==> src/rtl/trigger_sequencer.sv <==
// Trigger sequencer: tracks baseline calibration, arms on a settled baseline,
// and raises a trigger when any ADC lane rises above baseline + threshold.
module trigger_sequencer #(
    parameter int ADC_RESOLUTION_WIDTH = 12,
    parameter int S_AXIS_TDATA_WIDTH   = 128,
    parameter int THRESHOLD            = 100,
    parameter int BASELINE_CALC_LEN    = 500000000,
    parameter int POST_TRIGGER_LEN     = 16,
    parameter int CALC_TIMEOUT         = 1000000000
) (
    input  logic                            AXIS_ACLK,
    input  logic                            AXIS_ARESETN,
    input  logic [S_AXIS_TDATA_WIDTH-1:0]   S_AXIS_TDATA,
    input  logic                            S_AXIS_TVALID,
    input  logic                            I_RUN,
    input  logic                            I_RECALIB,
    input  logic [ADC_RESOLUTION_WIDTH-1:0] I_BASELINE,
    input  logic                            I_CALC_COMPLETE,
    output logic [1:0]                      O_EXEC_STATE,
    output logic                            O_TRIGGER,
    output logic [31:0]                     O_TRG_CNT,
    output logic                            O_CALC_TIMEOUT
);

    localparam int W     = ADC_RESOLUTION_WIDTH;
    localparam int LANES = S_AXIS_TDATA_WIDTH / 16;
    localparam int CW    = W + 2;
    localparam int PW    = $clog2(POST_TRIGGER_LEN + 1);

    localparam logic signed [CW-1:0] THR_C  = CW'(THRESHOLD);
    localparam logic [31:0]          BLEN_C = 32'(BASELINE_CALC_LEN);
    localparam logic [31:0]          TMO_C  = 32'(CALC_TIMEOUT);
    localparam logic [PW-1:0]        PLEN_C = PW'(POST_TRIGGER_LEN);
    localparam logic [PW-1:0]        PONE_C = PW'(1);

    typedef enum logic [1:0] {
        ST_INIT  = 2'b00,
        ST_ARMED = 2'b01,
        ST_STOP  = 2'b10,
        ST_TRG   = 2'b11
    } state_t;

    state_t        state_q, state_d;
    logic [31:0]   cnt_q, cnt_d;
    logic [31:0]   tmo_q, tmo_d;
    logic [PW-1:0] post_q, post_d;
    logic          pend_q, pend_d;
    logic          to_q, to_d;
    logic          trig_q, trig_d;
    logic [31:0]   trgcnt_q, trgcnt_d;

    logic signed [CW-1:0] level;
    logic signed [CW-1:0] smp;
    logic                 over;

    // Upper bits of each 16-bit lane carry no sample data.
    logic unused_tdata;
    assign unused_tdata = ^S_AXIS_TDATA;

    // Widen by two bits so baseline + threshold cannot wrap.
    assign level = {{2{I_BASELINE[W-1]}}, I_BASELINE} + THR_C;

    // Current beat is "over" if any lane exceeds the trigger level.
    always_comb begin
        over = 1'b0;
        smp  = '0;
        for (int k = 0; k < LANES; k++) begin
            smp = {{2{S_AXIS_TDATA[16*k+W-1]}}, S_AXIS_TDATA[16*k +: W]};
            if (S_AXIS_TVALID && (smp > level)) begin
                over = 1'b1;
            end
        end
    end

    // Next-state and counter logic; I_RUN low overrides everything.
    always_comb begin
        state_d  = state_q;
        cnt_d    = cnt_q;
        tmo_d    = tmo_q;
        post_d   = post_q;
        pend_d   = pend_q;
        to_d     = to_q;
        trig_d   = 1'b0;
        trgcnt_d = trgcnt_q;
        if (!I_RUN) begin
            state_d = ST_STOP;
        end else begin
            unique case (state_q)
                ST_STOP: begin
                    state_d = ST_INIT;
                    cnt_d   = '0;
                    tmo_d   = '0;
                    to_d    = 1'b0;
                    pend_d  = 1'b0;
                end
                ST_INIT: begin
                    if (S_AXIS_TVALID && (cnt_q != BLEN_C)) begin
                        cnt_d = cnt_q + 32'd1;
                    end
                    if (tmo_q != TMO_C) begin
                        tmo_d = tmo_q + 32'd1;
                    end
                    if (tmo_d == TMO_C) begin
                        to_d = 1'b1;
                    end
                    if ((cnt_q == BLEN_C) && I_CALC_COMPLETE) begin
                        state_d = ST_ARMED;
                    end
                end
                ST_ARMED: begin
                    if (over) begin
                        state_d  = ST_TRG;
                        post_d   = PLEN_C;
                        trig_d   = 1'b1;
                        trgcnt_d = trgcnt_q + 32'd1;
                    end else if (I_RECALIB || pend_q) begin
                        state_d = ST_INIT;
                        cnt_d   = '0;
                        tmo_d   = '0;
                        pend_d  = 1'b0;
                    end
                end
                ST_TRG: begin
                    if (I_RECALIB) begin
                        pend_d = 1'b1;
                    end
                    if (over) begin
                        post_d = PLEN_C;
                    end else if (S_AXIS_TVALID) begin
                        if (post_q == PONE_C) begin
                            state_d = ST_ARMED;
                        end else begin
                            post_d = post_q - PONE_C;
                        end
                    end
                end
                default: state_d = ST_STOP;
            endcase
        end
    end

    // State and counter registers.
    always_ff @(posedge AXIS_ACLK or negedge AXIS_ARESETN) begin
        if (!AXIS_ARESETN) begin
            state_q  <= ST_STOP;
            cnt_q    <= '0;
            tmo_q    <= '0;
            post_q   <= '0;
            pend_q   <= 1'b0;
            to_q     <= 1'b0;
            trig_q   <= 1'b0;
            trgcnt_q <= '0;
        end else begin
            state_q  <= state_d;
            cnt_q    <= cnt_d;
            tmo_q    <= tmo_d;
            post_q   <= post_d;
            pend_q   <= pend_d;
            to_q     <= to_d;
            trig_q   <= trig_d;
            trgcnt_q <= trgcnt_d;
        end
    end

    assign O_EXEC_STATE   = state_q;
    assign O_TRIGGER      = trig_q;
    assign O_TRG_CNT      = trgcnt_q;
    assign O_CALC_TIMEOUT = to_q;

endmodule

==> config.mk <==
export PLATFORM = sky130hd
export DESIGN_NAME = trigger_sequencer
export DESIGN_NICKNAME = d
export VERILOG_FILES = /design/src/rtl/trigger_sequencer.sv
export SDC_FILE = /design/constraint.sdc
export NUM_CORES = 1
export LEC_CHECK = 0
export ABC_AREA = 1
export CORE_MARGIN = 3
export CORE_UTILIZATION = 38
export DETAILED_ROUTE_END_ITERATION = 16
export GPL_TIMING_DRIVEN = 0
export PLACE_DENSITY = 0.7
export SLEW_MARGIN = 15
export SYNTH_ARGS = -nofsm -noshare
export SYNTH_HDL_FRONTEND = slang
export SYNTH_SLANG_ARGS = --single-unit
==> constraint.sdc <==
create_clock -name AXIS_ACLK -period 2.5 [get_ports AXIS_ACLK]
set_input_delay 0.5 -clock AXIS_ACLK [delete_from_list [all_inputs] [get_ports AXIS_ACLK]]
set_output_delay 0.5 -clock AXIS_ACLK [all_outputs]
set_load 0.01 [all_outputs]
==> results by stage, run 1 <==
Floorplanning:
- The region available for standard cell placement spans 26,200 um2.
- The die outline width is 170 um.
- The initialized floorplan defines 59 standard-cell rows.
- The floorplan step set the die height to 170 um.
- For this configuration, the core starts out at a cell density of 39.0%.
- The die covers 28,900 um2.
- In this run the count of I/O pins placed on the die edge is 182.

Critical path:
- STA puts the critical path data required time at 2750 ps.
- The type of origin of the critical path is an input pin.
- The depth of the worst register-to-register path is 9.
- The master of the slowest instance on the critical path is sky130_fd_sc_hd__ha_1.
- The highest net fanout along the worst path is 10.
- The delay contributed by the slowest stage of the critical path is 270 ps.
- In this design, the critical path's most frequently occurring cell is sky130_fd_sc_hd__nand2_1.
- The critical path is of the input pin to register type.
- Walking the worst path, the cells encountered are buf_12 -> ha_4 -> buf_12 -> xnor2_4 -> buf_6 -> ha_1 -> a21oi_1 -> nand3_1 -> nand2_1 -> nand2_1 -> nand2_1 -> nand2_1 -> nand2_1 -> nand3_1 -> nand3_2 -> nand3_2 -> nor2_4 -> nand2_4 -> nand3_4 -> nand4_1 -> buf_6 -> buf_6 -> nand2_1 -> nand2_2.
- The startpoint of the worst-slack reg-to-reg timing path is O_EXEC_STATE[1]$_DFFE_PN1P_.
- The endpoint of the worst register-to-register path is cnt_q[27]$_DFFE_PN0P_.
- The setup check on the worst reg-to-reg path leaves a slack of -270 ps.
- At the worst endpoint, the arrival time is 3390 ps.
- The type of destination of the critical path is a register.

Timing:
- Setup repair after global routing could not meet its margin everywhere.
- The total count of hold-check failures in the final report was 0.
- Dividing the final minimum period by the clock period gives 126%.
- In the post-route analysis, the smallest setup slack over all paths is -643 ps.
- The max-slew violation total from the final report is 0.
- Static timing analysis puts the maximum clock frequency at 0.318 GHz.
- Setup violations remaining at the end of the flow were counted as 105.
- For the finished layout, the period the worst path requires is 3140 ps.
- The slew at the pin closest to its max-slew limit is 704 ps.
- In this run the tightest slew margin relative to its limit is 52.7%.
- The worst setup skew after layout is 14.2 ps.

Synthesis:
- The synthesized design contains 0 enable-type register cells.
- Synthesis inferred 106 register bits.
- The number of distinct standard cells referenced by the synthesized netlist is 40.
- Sorting the synthesized cells by area gives the leading types as sky130_fd_sc_hd__dfrtp_1, sky130_fd_sc_hd__nand2_1, sky130_fd_sc_hd__ha_1.
- The most frequently used flop master after synthesis is sky130_fd_sc_hd__dfrtp_1.
- The mean cell area of the mapped netlist is 6.68 um2.
- Synthesis produced 1,528 cells.
- The async set or reset register ratio after synthesis is 100%.
- The total standard cell area after synthesis is 10,200 um2.
- The net count of the mapped netlist is 1,771.
- Yosys instantiated no cell more often than sky130_fd_sc_hd__nand2_1.
- Sequential cells were found to cover 26.0% of the synthesized design area.
- The area share of the leading cell type in the synthesized netlist is 25.7%.
- The largest area contributor in the netlist is sky130_fd_sc_hd__dfrtp_1.
- The Yosys step of the flow raised 0 warnings.
- By count the netlist is led by sky130_fd_sc_hd__nand2_1, sky130_fd_sc_hd__inv_1, sky130_fd_sc_hd__nor2_1, sky130_fd_sc_hd__dfrtp_1, sky130_fd_sc_hd__ha_1.

Power:
- The leakage power is 6.44 nW.
- The power density over cell area is 511 nW/um2.
- The switching power total is 2.95 mW.
- Cell internal power was estimated by the tool at 4.19 mW.
- In this run, flip-flops and latches consume 29.9% of the power.
- The clock power share is 22.0%.
- VDD sags by at most 385 uV.
- Net switching is 41.3% of the power.
- The share of total power dissipated in combinational logic is 48.1%.

Detailed routing:
- In this run, the number of DRC markers left after iteration 0 of detailed routing was 758.
- The routed layout has 10,700 vias.
- The count of unresolved DRC violations after routing is 0.
- The post-detailed-route count of antenna-violating nets is 0.
- Dividing the detail-routed via count by the number of cells gives 5.13.
- The detail-routed net length per standard cell is 15.4 um.
- The routed design has 32,200 um of wire.
- The total iterations of the first detailed-routing run is 7.

Clock network:
- The clock tree buffer depth is 2.
- The number of buffers inserted during clock tree synthesis is 9.
- The number of levels the H-tree was split into is 3.
- After clock tree synthesis, the clock-pin slew on the worst setup and hold paths is 80 ps.
- For this design, the sink count on the clock tree is 106.
- The root buffer cell chosen for the clock tree is sky130_fd_sc_hd__clkbuf_16.
- The clock network latency to the later pin of the worst-skew pair is 370 ps.
- TritonCTS built the clock tree.
- Hold repair after CTS inserted 0 buffers.

Outcome:
- The run finished, with violations left.
- The final reports fail on setup timing.

GRT:
- Entering global routing, the biggest net connects 70 pins.
- The first-pass GRT wire length is 49,400 um.
- The number of global-route vias before repair is 9,663.
- The total routing usage reported by global routing is 21.1%.
- The aggregate global routing overflow is 0.
- The initial antenna violation count is 5.

Finish:
- The number of nets in the final layout is 1,986.
- After the flow finishes, the layout carries non-filler instances totaling 2,089.
- In the final layout, the share of cells above drive strength 1 is 17.6%.
- The layout overhead on the synthesized area is 36.7%.
- After routing the design area is 14,000 um2.

Placed design:
- The last weighted congestion value of the routability-driven placer is 0.937.
- The total cell area at the placement stage is 12,300 um2.
- The count of buffers from port buffering is 149.
- The wire-length estimate of the detail-placed layout is 23,800 um.
- The number of placed cells counting well taps is 2,013.

Min path:
- The class of the tightest hold or removal check is input pin to asynchronous set/reset pin.

Run:
- The max-cap violation count is 0.
[worst max-delay path, delay by kind of cell]
| kind | cells | cell delay [ps] |
|---|---|---|
| fa+ha+maj | 2 | 440 |
| compound gates | 1 | 160 |
| buf+inv | 5 | 710 |
| xor+xnor | 1 | 220 |
| simple gates | 15 | 1340 |
[cells in the final DEF (no fill, tap or decap), types with 7 or more instances in the layout]
cell	count
sky130_fd_sc_hd__o21ai_0	10
sky130_fd_sc_hd__ha_1	81
sky130_fd_sc_hd__o21ai_1	11
sky130_fd_sc_hd__buf_6	31
sky130_fd_sc_hd__nor2_2	7
sky130_fd_sc_hd__nand3_1	77
sky130_fd_sc_hd__inv_1	172
sky130_fd_sc_hd__clkdlybuf4s50_1	137
sky130_fd_sc_hd__nand4_1	44
sky130_fd_sc_hd__inv_2	7
sky130_fd_sc_hd__nand3_2	11
sky130_fd_sc_hd__buf_4	32
sky130_fd_sc_hd__nand2_1	453
sky130_fd_sc_hd__nand2_2	45
sky130_fd_sc_hd__a21oi_1	28
sky130_fd_sc_hd__dfrtp_1	103
sky130_fd_sc_hd__o21ai_2	37
sky130_fd_sc_hd__nor3_1	45
sky130_fd_sc_hd__xor2_1	52
sky130_fd_sc_hd__buf_8	7
sky130_fd_sc_hd__xnor2_1	27
sky130_fd_sc_hd__nor4_1	28
sky130_fd_sc_hd__ha_4	16
sky130_fd_sc_hd__nand2_4	20
sky130_fd_sc_hd__nor2_4	14
sky130_fd_sc_hd__nor2_1	141
sky130_fd_sc_hd__clkbuf_1	8
sky130_fd_sc_hd__or2_2	15
sky130_fd_sc_hd__clkbuf_16	13
[per-stage QoR]
step | worst slack, ps | setup TNS, ps | total power [mW] | utilization (%) | hold slack (ps)
finish | -643 | -62200 | 7.14 | 53.3 | 28.9
global route | -807 | -78430 | 7.62 | 53.3 | 49.3
CTS | -681 | -64510 | 6.82 | 49.8 | 38.2
detailed placement | -2200 | -220650 | 5.00 | 46.8 | 432
global placement | -3250 | -564150 | 4.94 | 46.7 | 492
floorplan | -403 | -37250 | 3.94 | - | 204
[kinds of logic after synthesis]
family                   count (synthesis)  synth area share [%]
XOR/XNOR                                86                  7.38
adder cells (fa/ha/maj)                 97                  11.9
flip-flops                             106                  26.0
AND/OR/NAND/NOR                        925                  39.4
buffers and inverters                  210                  8.79
AO/OA/AOI/OAI                          104                  6.58
[power groups by stage]
stage	combinational [mW]	sequential (mW)	clock, mW
finish	3.43	2.14	1.57
global route	3.80	2.16	1.66
CTS	3.08	2.13	1.61
detailed placement	2.85	2.15	0
global placement	2.78	2.16	0
floorplan	1.80	2.14	0
[registers in the layout, indices dropped and copies added (netlist names)]
register        cells
O_EXEC_STATE        2
post_q              5
pend_q              1
O_CALC_TIMEOUT      1
cnt_q              32
tmo_q              32
O_TRIGGER           1
O_TRG_CNT          32
[layout make-up]
class / count / area (um2)
Antenna cell: 6 / 15.0
Buffer: 29 / 288
Clock buffer: 9 / 225
Clock inverter: 7 / 95.1
Fill cell: 2475 / 12200
Inverter: 180 / 679
Multi-Input combinational cell: 1212 / 7490
Sequential cell: 106 / 2660
Tap cell: 335 / 419
Timing Repair Buffer: 205 / 2090
[what timing repair did]
| action | 4_1_cts | 5_1_grt |
|---|---|---|
| pin swaps | 26 | 62 |
| gates cloned | 3 | 5 |
| buffers inserted | 23 | 25 |
| resized for setup | 78 | 170 |
| endpoints found under the setup margin | 106 | 106 |
[routing by layer]
layer	GRT usage [%]	vias up	share of wire, %
met5	0	-	0
met4	6.91	0	3.4
met2	33.8	272	47
met1	29.7	5018	46
met3	2.53	56	3.8
li1	-	5371	-
[worst max path at each step]
| stage | from | to | slack [ps] | cells after the start |
|---|---|---|---|---|
| floorplan | I_BASELINE[2] | tmo_q[26]$_DFFE_PN0P_ | -400 | 22 |
| global placement | AXIS_ARESETN | cnt_q[24]$_DFFE_PN0P_ | -3250 | 1 |
| detailed placement | I_BASELINE[2] | cnt_q[20]$_DFFE_PN0P_ | -2200 | 16 |
| CTS | I_BASELINE[3] | cnt_q[26]$_DFFE_PN0P_ | -680 | 23 |
| global route | I_BASELINE[2] | cnt_q[0]$_DFFE_PN0P_ | -810 | 27 |
| finish | I_BASELINE[2] | cnt_q[26]$_DFFE_PN0P_ | -640 | 24 |
No activity file was read; power rests on OpenSTA's default activity.
==> run 2: changes to the inputs <==
--- a/config.mk
+++ b/config.mk
@@ -6,11 +6,13 @@
 export NUM_CORES = 1
 export LEC_CHECK = 0
 export ABC_AREA = 1
+export CORE_ASPECT_RATIO = 1.4
 export CORE_MARGIN = 3
 export CORE_UTILIZATION = 38
 export DETAILED_ROUTE_END_ITERATION = 16
 export GPL_TIMING_DRIVEN = 0
 export PLACE_DENSITY = 0.7
+export SETUP_SLACK_MARGIN = 0.02
 export SLEW_MARGIN = 15
 export SYNTH_ARGS = -nofsm -noshare
 export SYNTH_HDL_FRONTEND = slang
==> run 2 against run 1 <==
Effect of this change: critical path type unchanged; via count is 1.4% lower; the run still ends with setup timing left; worst setup slack better by 50 ps; die area hardly changed; non-clock buffer count stayed put; fmax is 1.6% higher; final cell count is 0.81% lower; clock skew is 4.4 ps lower; sequential share of layout area is 0.064 points higher; power is 2.1% higher.
==> results by stage, run 2 (synthesis gave the netlist of run 1 again) <==
Power:
- The leakage power is 6.37 nW.
- The highest ir drop seen on vdd is 443 uV.
- The total power draw is 7.29 mW.
- The power density over cell area is 525 nW/um2.

Detailed routing:
- For this block, the routed nets add up to 30,300 um of wire.
- After detailed routing, the average wire length per cell comes to 14.6 um.
- The total number of vias is 10,600.
- Once detail routing completed, the nets flagged for antenna violations numbered 0.
- Dividing the detail-routed via count by the number of cells gives 5.10.
- After detailed routing, the number of remaining DRC violations is 0.
- The starting DRC count in detailed routing is 416.
- The pre-antenna-repair detailed-routing pass consisted of 5 iterations.

Floorplanning:
- The standard cell core area is 26,300 um2.
- The initial core utilization is 38.9%.
- The number of I/O pins is 182.
- The die is 200 um tall.
- In this run the horizontal extent of the chip is 145 um.
- The die covers 28,900 um2.
- The site row count is 70.

Critical path:
- The type of destination of the critical path is a register.
- The required time of the worst setup path is 2740 ps.
- Data arrives at the worst endpoint at 3340 ps.
- The worst setup path is of the input pin to register kind.
- The highest net fanout along the worst path is 10.
- The worst setup path is launched from an input pin.
- For the worst flop-to-flop path, the logic depth is 18.

Timing:
- Setup repair after global routing could not meet its margin everywhere.
- For this run, the top clock speed supported by timing is 0.323 GHz.
- Setup violations remaining at the end of the flow were counted as 106.
- The worst hold margin is 488 ps.
- Once routing completed, OpenROAD measured the worst setup slack at -593 ps.
- The max-slew violation total from the final report is 0.
- The total count of hold-check failures in the final report is 0.
- The worst relative slew slack is 55.4%.
- The part of the cycle the worst path needs is 124%.
- The minimum period implied by the final worst setup slack is 3090 ps.
- For the final database, setup skew stands at 9.87 ps.
- The slew at the pin closest to its max-slew limit is 663 ps.

Finish:
- Leaving out fill and tap cells, the most frequent cell in the layout is sky130_fd_sc_hd__nand2_1.
- The number of antenna repair diodes is 0.
- The layout overhead on the synthesized area is 36.1%.
- Cells with a size suffix above 1 make up 17.7% of the layout.
- After the flow finishes, the layout carries non-filler instances totaling 2,072.
- In the final design database the tool counted 1,986 nets.
- The top cell types in the final layout, fill and taps aside, are sky130_fd_sc_hd__nand2_1, sky130_fd_sc_hd__inv_1, sky130_fd_sc_hd__nor2_1.

GRT:
- The first global-routing pass estimated 49,800 um of wire.
- For this run, the total global-route usage over all layers was measured as 21.1%.
- The initial antenna violation count is 0.
- The aggregate global routing overflow is 0.
- Entering global routing, the biggest net connects 87 pins.
- The number of global-route vias before repair came to 10,600.

Clock network:
- The number of buffers inserted during clock tree synthesis is 9.
- The clock network latency to the later pin of the worst-skew pair is 360 ps.
- The tree is rooted in a sky130_fd_sc_hd__clkbuf_16.
- The TritonCTS clock tree is built.
- The number of levels the H-tree was split into is 3.
- The clock transition at the registers of the reported paths is 70 ps.
- Counting every sink on the clock net gives 106.
- In this run the deepest clock path goes through 2 buffers.

Min path:
- Along the worst hold path, the cell count comes to 2.
- The class of the tightest hold or removal check is register to register.

Outcome:
- The flow ran to the end, but the final reports show violations.
- The final reports fail on setup timing.

Run:
- Across the run, the number of max-cap violations was 0.

Placed design:
- The last weighted congestion value of the routability-driven placer is 0.954.
- Input and output buffers added on the ports amount to 149.
- The number of placed cells counting well taps is 2,002.
- The estimated wirelength of the detail-placed design is 23,200 um.
-- run 2: cell count changes in the layout (fill, tap and decap cells not counted), sizes merged, moves of 2 or more --
cell           previous run  this run
inv                     183       181
diode                     6         0
dlygate4sd2               2         4
clkdlybuf4s15             0         2
dlymetal6s2s              2         0
-- run 2: critical path: stages --
cell                      delay, ps
sky130_fd_sc_hd__buf_12         110
sky130_fd_sc_hd__ha_4           180
sky130_fd_sc_hd__nand2_4         90
sky130_fd_sc_hd__nand2_4         60
sky130_fd_sc_hd__xor2_4         150
sky130_fd_sc_hd__buf_12         150
sky130_fd_sc_hd__ha_1           290
sky130_fd_sc_hd__a21oi_1        190
sky130_fd_sc_hd__nand2_1         80
sky130_fd_sc_hd__nand2_1         70
sky130_fd_sc_hd__nand2_1         60
sky130_fd_sc_hd__nand2_1         50
sky130_fd_sc_hd__nand2_1         40
sky130_fd_sc_hd__nand2_1         50
sky130_fd_sc_hd__nand2_1         40
sky130_fd_sc_hd__nand2_1         80
sky130_fd_sc_hd__nand3_2         90
sky130_fd_sc_hd__nor2_2         120
sky130_fd_sc_hd__nand2_2        110
sky130_fd_sc_hd__nand3_4        140
sky130_fd_sc_hd__nand3_4        100
sky130_fd_sc_hd__buf_12         160
sky130_fd_sc_hd__buf_12         140
sky130_fd_sc_hd__buf_12         140
sky130_fd_sc_hd__nand2_2         60
sky130_fd_sc_hd__o21ai_2         50
-- run 2: layout make-up --
class	instances	area, um2
Buffer	30	315
Clock buffer	12	267
Timing Repair Buffer	204	2220
Inverter	180	683
Multi-Input combinational cell	1212	7320
Clock inverter	4	31.3
Sequential cell	106	2650
Tap cell	324	405
Fill cell	2472	12400
-- run 2: final timing paths --
| path | startpoint | end | slack (ps) |
|---|---|---|---|
| setup / recovery | I_BASELINE[2] | tmo_q[15]$_DFFE_PN0P_ | -590 |
| hold reg to reg | O_CALC_TIMEOUT$_DFFE_PN0P_ | O_CALC_TIMEOUT$_DFFE_PN0P_ | 490 |
| hold / removal | O_CALC_TIMEOUT$_DFFE_PN0P_ | O_CALC_TIMEOUT$_DFFE_PN0P_ | 490 |
| setup reg to reg | tmo_q[1]$_DFFE_PN0P_ | O_CALC_TIMEOUT$_DFFE_PN0P_ | -290 |
| max in group asynchronous | AXIS_ARESETN | O_EXEC_STATE[1]$_DFFE_PN1P_ | 1270 |
| min in group asynchronous | AXIS_ARESETN | tmo_q[2]$_DFFE_PN0P_ | 560 |
-- run 2: where the power goes --
| part | switching (mW) | leakage, nW | total (mW) | internal [mW] |
|---|---|---|---|---|
| logic | 2.01 | 4.77 | 3.74 | 1.72 |
| clock network | 0.678 | 0.150 | 1.45 | 0.768 |
| registers | 0.208 | 1.45 | 2.11 | 1.90 |
-- run 2: layer usage --
metal  GRT usage, %  vias to the layer above  share of wire [%]
met3           3.15                       70                4.5
li1               -                     5359                  -
met4           8.81                        0                4.3
met5              0                        -                  0
met1           22.8                     4843                 38
met2           40.3                      292                 53
-- run 2: timing repair --
action                                 4_1_cts  5_1_grt
setup endpoints to repair                  106      106
cloned                                       5        4
hold buffers                                 1        0
buffers inserted                            40        5
endpoints found under the hold margin       20        0
gates resized for setup                    148       85
pin swaps                                   50       20
-- run 2: metrics by stage --
step | TNS [ps] | util, % | setup slack [ps] | cell area [um2]
global placement | -565290 | 46.6 | -3160 | 12200
CTS | -53890 | 51.4 | -562 | 13500
global route | -78290 | 52.9 | -797 | 13900
finish | -57030 | 52.9 | -593 | 13900
floorplan | -37250 | - | -403 | 10300
detailed placement | -242230 | 46.7 | -2410 | 12300
